--- config.mk ---
export PLATFORM = sky130hd
export DESIGN_NAME = id_stage_hz
export DESIGN_NICKNAME = d
export VERILOG_FILES = /design/src/rtl/icarus_pkg.sv /design/src/rtl/regfile_param.sv /design/src/rtl/id_stage_hz.sv
export SDC_FILE = /design/constraint.sdc
export NUM_CORES = 2
export LEC_CHECK = 0
export CORE_UTILIZATION = 57
export CTS_CLUSTER_DIAMETER = 40
export DETAILED_ROUTE_END_ITERATION = 12
export GPL_TIMING_DRIVEN = 0
export PLACE_DENSITY_LB_ADDON = 0.1
export SLEW_MARGIN = 20
export SYNTH_ARGS = -nofsm -noshare
export SYNTH_HDL_FRONTEND = slang
export SYNTH_HIERARCHICAL = 1
export SYNTH_SLANG_ARGS = --single-unit
export TNS_END_PERCENT = 30
--- constraint.sdc ---
create_clock -name Clk -period 40.4 [get_ports Clk]
set_input_delay 8.08 -clock Clk [delete_from_list [all_inputs] [get_ports Clk]]
set_output_delay 8.08 -clock Clk [all_outputs]
set_load 0.02 [all_outputs]
--- src/rtl/icarus_pkg.sv ---
// Shared definitions for the pipelined MIPS datapath: default widths and
// bit positions inside the packed controller word.
package icarus_pkg;

   localparam int DATA_W = 32;
   localparam int ADDR_W = 5;
   localparam int CTRL_W = 16;

   // Bit positions inside the packed control word
   localparam int CTRL_MEMREAD  = 0;
   localparam int CTRL_REGWRITE = 1;
   localparam int CTRL_MEMWRITE = 2;
   localparam int CTRL_BRANCH   = 3;

endpackage

--- src/rtl/regfile_param.sv ---
// Parametrised register file: two combinational reads, one synchronous write,
// register 0 hard-wired to zero, whole array cleared by asynchronous reset.
// Optional feature macro: ID_BYPASS_EN (write data forwarded to same-cycle reads).
module regfile_param #(
   parameter int DATA_W = 32,
   parameter int ADDR_W = 5
) (
   input  logic              clk,
   input  logic              rst,
   input  logic [ADDR_W-1:0] raddr1,
   input  logic [ADDR_W-1:0] raddr2,
   output logic [DATA_W-1:0] rdata1,
   output logic [DATA_W-1:0] rdata2,
   input  logic              wen,
   input  logic [ADDR_W-1:0] waddr,
   input  logic [DATA_W-1:0] wdata
);

   localparam int unsigned NREG = 2**ADDR_W;

   logic [DATA_W-1:0] mem [NREG];

   // Storage: clear everything on reset, otherwise write any non-zero register
   always_ff @(posedge clk or posedge rst) begin
      if (rst) begin
         for (int unsigned i = 0; i < NREG; i++) begin
            mem[i] <= '0;
         end
      end else if (wen && (waddr != '0)) begin
         mem[waddr] <= wdata;
      end
   end

   // Read ports: register 0 reads zero, optionally forward the pending write
   always_comb begin
      rdata1 = '0;
      rdata2 = '0;
      if (raddr1 != '0) begin
`ifdef ID_BYPASS_EN
         if (wen && (waddr == raddr1)) rdata1 = wdata;
         else                          rdata1 = mem[raddr1];
`else
         rdata1 = mem[raddr1];
`endif
      end
      if (raddr2 != '0) begin
`ifdef ID_BYPASS_EN
         if (wen && (waddr == raddr2)) rdata2 = wdata;
         else                          rdata2 = mem[raddr2];
`else
         rdata2 = mem[raddr2];
`endif
      end
   end

endmodule

--- src/rtl/id_stage_hz.sv ---
// Decode stage: register file, immediate extension, load-use hazard detection
// and the registered ID/EX pipeline boundary (bubble on flush or hazard).
// Optional feature macro: ID_BYPASS_EN (handled inside regfile_param).
// Assumes ADDR_W <= 5 and DATA_W >= 16.
module id_stage_hz #(
   parameter int DATA_W = icarus_pkg::DATA_W,
   parameter int ADDR_W = icarus_pkg::ADDR_W,
   parameter int CTRL_W = icarus_pkg::CTRL_W
) (
   input  logic              Clk,
   input  logic              Rst,
   input  logic [31:0]       Instr,
   input  logic [DATA_W-1:0] PCI,
   input  logic [CTRL_W-1:0] CtrlIn,
   input  logic              SignExt,
   input  logic              WbEn,
   input  logic [ADDR_W-1:0] WbAddr,
   input  logic [DATA_W-1:0] WbData,
   input  logic              Flush,
   output logic              Stall,
   output logic              ExValid,
   output logic [CTRL_W-1:0] ExCtrl,
   output logic [DATA_W-1:0] ExRD1,
   output logic [DATA_W-1:0] ExRD2,
   output logic [DATA_W-1:0] ExImm,
   output logic [ADDR_W-1:0] ExRs,
   output logic [ADDR_W-1:0] ExRt,
   output logic [ADDR_W-1:0] ExRd,
   output logic [DATA_W-1:0] ExPCI
);

   import icarus_pkg::*;

   logic [4:0]        rs_f, rt_f, rd_f;
   logic [ADDR_W-1:0] rs, rt, rd;
   logic [DATA_W-1:0] rd1, rd2, imm;
   logic              hazard;
   logic              bubble;
   logic              unused_opcode;

   assign rs_f = Instr[25:21];
   assign rt_f = Instr[20:16];
   assign rd_f = Instr[15:11];
   assign rs   = rs_f[ADDR_W-1:0];
   assign rt   = rt_f[ADDR_W-1:0];
   assign rd   = rd_f[ADDR_W-1:0];

   // Opcode is decoded by the controller, not here
   assign unused_opcode = ^Instr[31:26];

   regfile_param #(
      .DATA_W (DATA_W),
      .ADDR_W (ADDR_W)
   ) u_rf (
      .clk    (Clk),
      .rst    (Rst),
      .raddr1 (rs),
      .raddr2 (rt),
      .rdata1 (rd1),
      .rdata2 (rd2),
      .wen    (WbEn),
      .waddr  (WbAddr),
      .wdata  (WbData)
   );

   // Immediate extension and load-use hazard (rs and rt always compared)
   always_comb begin
      imm = '0;
      if (SignExt) imm = {{(DATA_W-16){Instr[15]}}, Instr[15:0]};
      else         imm = {{(DATA_W-16){1'b0}},      Instr[15:0]};
      hazard = ExValid && ExCtrl[CTRL_MEMREAD] && (ExRt != '0) &&
               ((ExRt == rs) || (ExRt == rt));
      bubble = Flush || hazard;
      Stall  = hazard && !Flush;
   end

   // ID/EX register: bubble clears valid/control only, data fields always load
   always_ff @(posedge Clk or posedge Rst) begin
      if (Rst) begin
         ExValid <= 1'b0;
         ExCtrl  <= '0;
         ExRD1   <= '0;
         ExRD2   <= '0;
         ExImm   <= '0;
         ExRs    <= '0;
         ExRt    <= '0;
         ExRd    <= '0;
         ExPCI   <= '0;
      end else begin
         ExValid <= !bubble;
         ExCtrl  <= bubble ? '0 : CtrlIn;
         ExRD1   <= rd1;
         ExRD2   <= rd2;
         ExImm   <= imm;
         ExRs    <= rs;
         ExRt    <= rt;
         ExRd    <= rd;
         ExPCI   <= PCI;
      end
   end

endmodule
==> out/qor.yml <==
grt_pass1_vias: 41000
tightest_slew_ps: 1330
path_class: "primary input to primary output"
synth_top_area_share_pct: 49.5
final_cell_mix: "dfrtp_1 (1164), mux2_2 (1013), mux4_2 (448)"
ctsResizeCount: 0
fin_nets: 4402
core_sq_mm: 0.102
cp-start-kind: "primary input"
h-tree-depth: 4
grt_use_total_pct: 43.4
die_area_sq_mm: 0.105
vias_per_cell: 7.12
synth_area_leader_cell: "dfrtp_1"
synth-edff-count: 0
clkTransAtPathRegs_ps: 60
root_buffer: "clkbuf_16"
die_w_um: 323
antenna_left: 0
rr_worst_depth: 4
async_flop_share_pct: 100
place_area_sq_mm: 0.0636
grt_pass1_wl_um: 310000
crit_required_ps: 32320
maxCapViolations: 0
power-per-cell-area_mw_per_mm2: 53.3
fin_cells: 5779
wl_um: 222000
period_share_pct: 45.7
period_minus_slack_ps: 18440
yosys_warnings: 6
synth_ff_type: "dfrtp_1"
cts_buffers: 160
antenna_found_initial: 8
holdPathStages: 1
arrival_ps: 10360
rsz0062_at_grt: "no"
postCtsSetupRepairBufs: 0
hp-start: "u_rf/mem[1005]$_DFFE_PP0P_"
tns_ps: 0
end_kind: "primary output"
drive_above_1_share_pct: 46.7
final_common_cell: "dfrtp_1"
syn_to_final_growth_pct: 17.4
grt_max_degree: 104
place_congestion: 1.01
ys_seq_area_share_pct: 49.5
power_w: 0.00368
p_leak_nw: 29.8
synth_area_per_cell_sq_um: 15.4
cts.sinks: 1164
hp-class: "flop to flop"
synthCells: 3831
hold_end: "u_rf/mem[1005]$_DFFE_PP0P_"
place_inst: 5486
die_h_um: 323
finalSetupViolations: 0
cts_tree: "done"
wl_per_cell_um: 38.4
synth_area_sq_mm: 0.0588
r2r_start: "u_rf/mem[921]$_DFFE_PP0P_"
timing.rr.end: "ExRD2[25]$_DFF_PP0_"
drc_errors: 0
num_rows: 117
finalMaxSlewViolations: 0
portBuffers: 276
finalInstanceArea_sq_mm: 0.0691
io-pin-count: 283
netlist_top_cells_area: "dfrtp_1 (50%), mux2_2 (19%), mux4_2 (17%)"
gr-total-overflow: 0
synthDistinctLibCells: 47
initial_core_util_pct: 57.7
clock_skew_ps: 33.3
slew_headroom_pct: 11.6
clock.fmax_mhz: 54.2
synth_seq_cells: 1164
drtIter0Drc: 5221
hold_buffers: 0
clk_latency_ps: 780
vdd_ir_drop_max_mv: 0.0410
rrSetupSlack_ps: 37830
cp_max_fo: 9
hold_viol_final: 0
vias: 41200
clock_tree.buffer_depth: 3
hpwl_um: 156000
firstDrtPassIters: 8
holdWs_ps: 480
status: "completed"
synth_fp_nets: 3953
## registers in the layout (all words and copies together) (netlist names)
signal and count:
ExRD1 32, ExRs 5, ExValid 1, ExRD2 32, ExRd 4, ExCtrl 16
u_rf/mem 1024, ExImm 13, ExRt 5, ExPCI 32
## cell families (layout without fill, tap and decap cells)
logic type / Yosys count / after routing / share of synthesized area (%)
AO/OA/AOI/OAI: 385 / 385 / 4.74
flip-flops: 1164 / 1164 / 49.5
multiplexers: 1632 / 1632 / 39.5
other: 0 / 2 / 0
XOR/XNOR: 10 / 10 / 0.149
AND/OR/NAND/NOR: 189 / 189 / 1.78
buffers and inverters: 451 / 1029 / 4.30
## power breakdown
| part | internal (W) | switching, W | total [W] | leakage [nW] |
|---|---|---|---|---|
| Sequential | 0.00138 | 0.000152 | 0.00153 | 14.8 |
| Combinational | 0.000390 | 0.000336 | 0.000726 | 12.3 |
| Clock | 0.000868 | 0.000560 | 0.00143 | 2.65 |
| Total | 0.00263 | 0.00105 | 0.00368 | 29.8 |
## metrics by stage
stage	worst slack [ps]	util (%)
floorplan	3500	-
global placement	-9110	62.1
detailed placement	21970	62.4
CTS	21970	67.7
global route	21870	67.7
finish	21960	67.7
## worst max path at each step
stage | startpoint | to | slack [ps] | cells after the start
after CTS | Instr[24] | Stall | 21970 | 6
after detailed placement | Instr[24] | Stall | 21970 | 6
final | Instr[24] | Stall | 21960 | 6
after global placement | Rst | u_rf/mem[663]$_DFFE_PP0P_ | -9110 | 2
after global routing | Instr[24] | Stall | 21870 | 6
after floorplan | Rst | u_rf/mem[0]$_DFFE_PP0P_ | 3500 | 1
## critical path, cell delays in order
cell and delay [ps]:
clkdlybuf4s50_1 780, xnor2_1 170, nand2_1 80, o22ai_2 390, and3b_2 260, clkdlybuf4s50_1 590
## area by class of cell
class,instances,area (sq um)
fillers,7255,32900
flip-flops and latches,1164,29100
multi-input cells,2216,27200
clock buffers,203,4480
repair buffers,287,3070
plain buffers,447,2520
well taps,1368,1710
clock inverters,88,958
inverters,4,30.0
diodes,2,5.00
## layer usage
layer	vias to the layer above	routed length [um]	global-route usage (%)
met5	-	428	2.41
met4	20	19500	31.8
met3	834	28200	16.7
met2	2938	93900	60.6
met1	21700	80100	54.9
li1	15700	-	-
## cell usage after synthesis (all sizes together), types with 23 or more instances
master  number
dfrtp     1164
mux2      1056
mux4       448
buf        270
clkbuf     177
mux2i      128
o21ai      110
nor2b       67
a211oi      64
a22oi       64
a311oi      64
nand2       54
a221oi      46
nor2        23
Note: power is estimated with default switching activity, not from simulation.
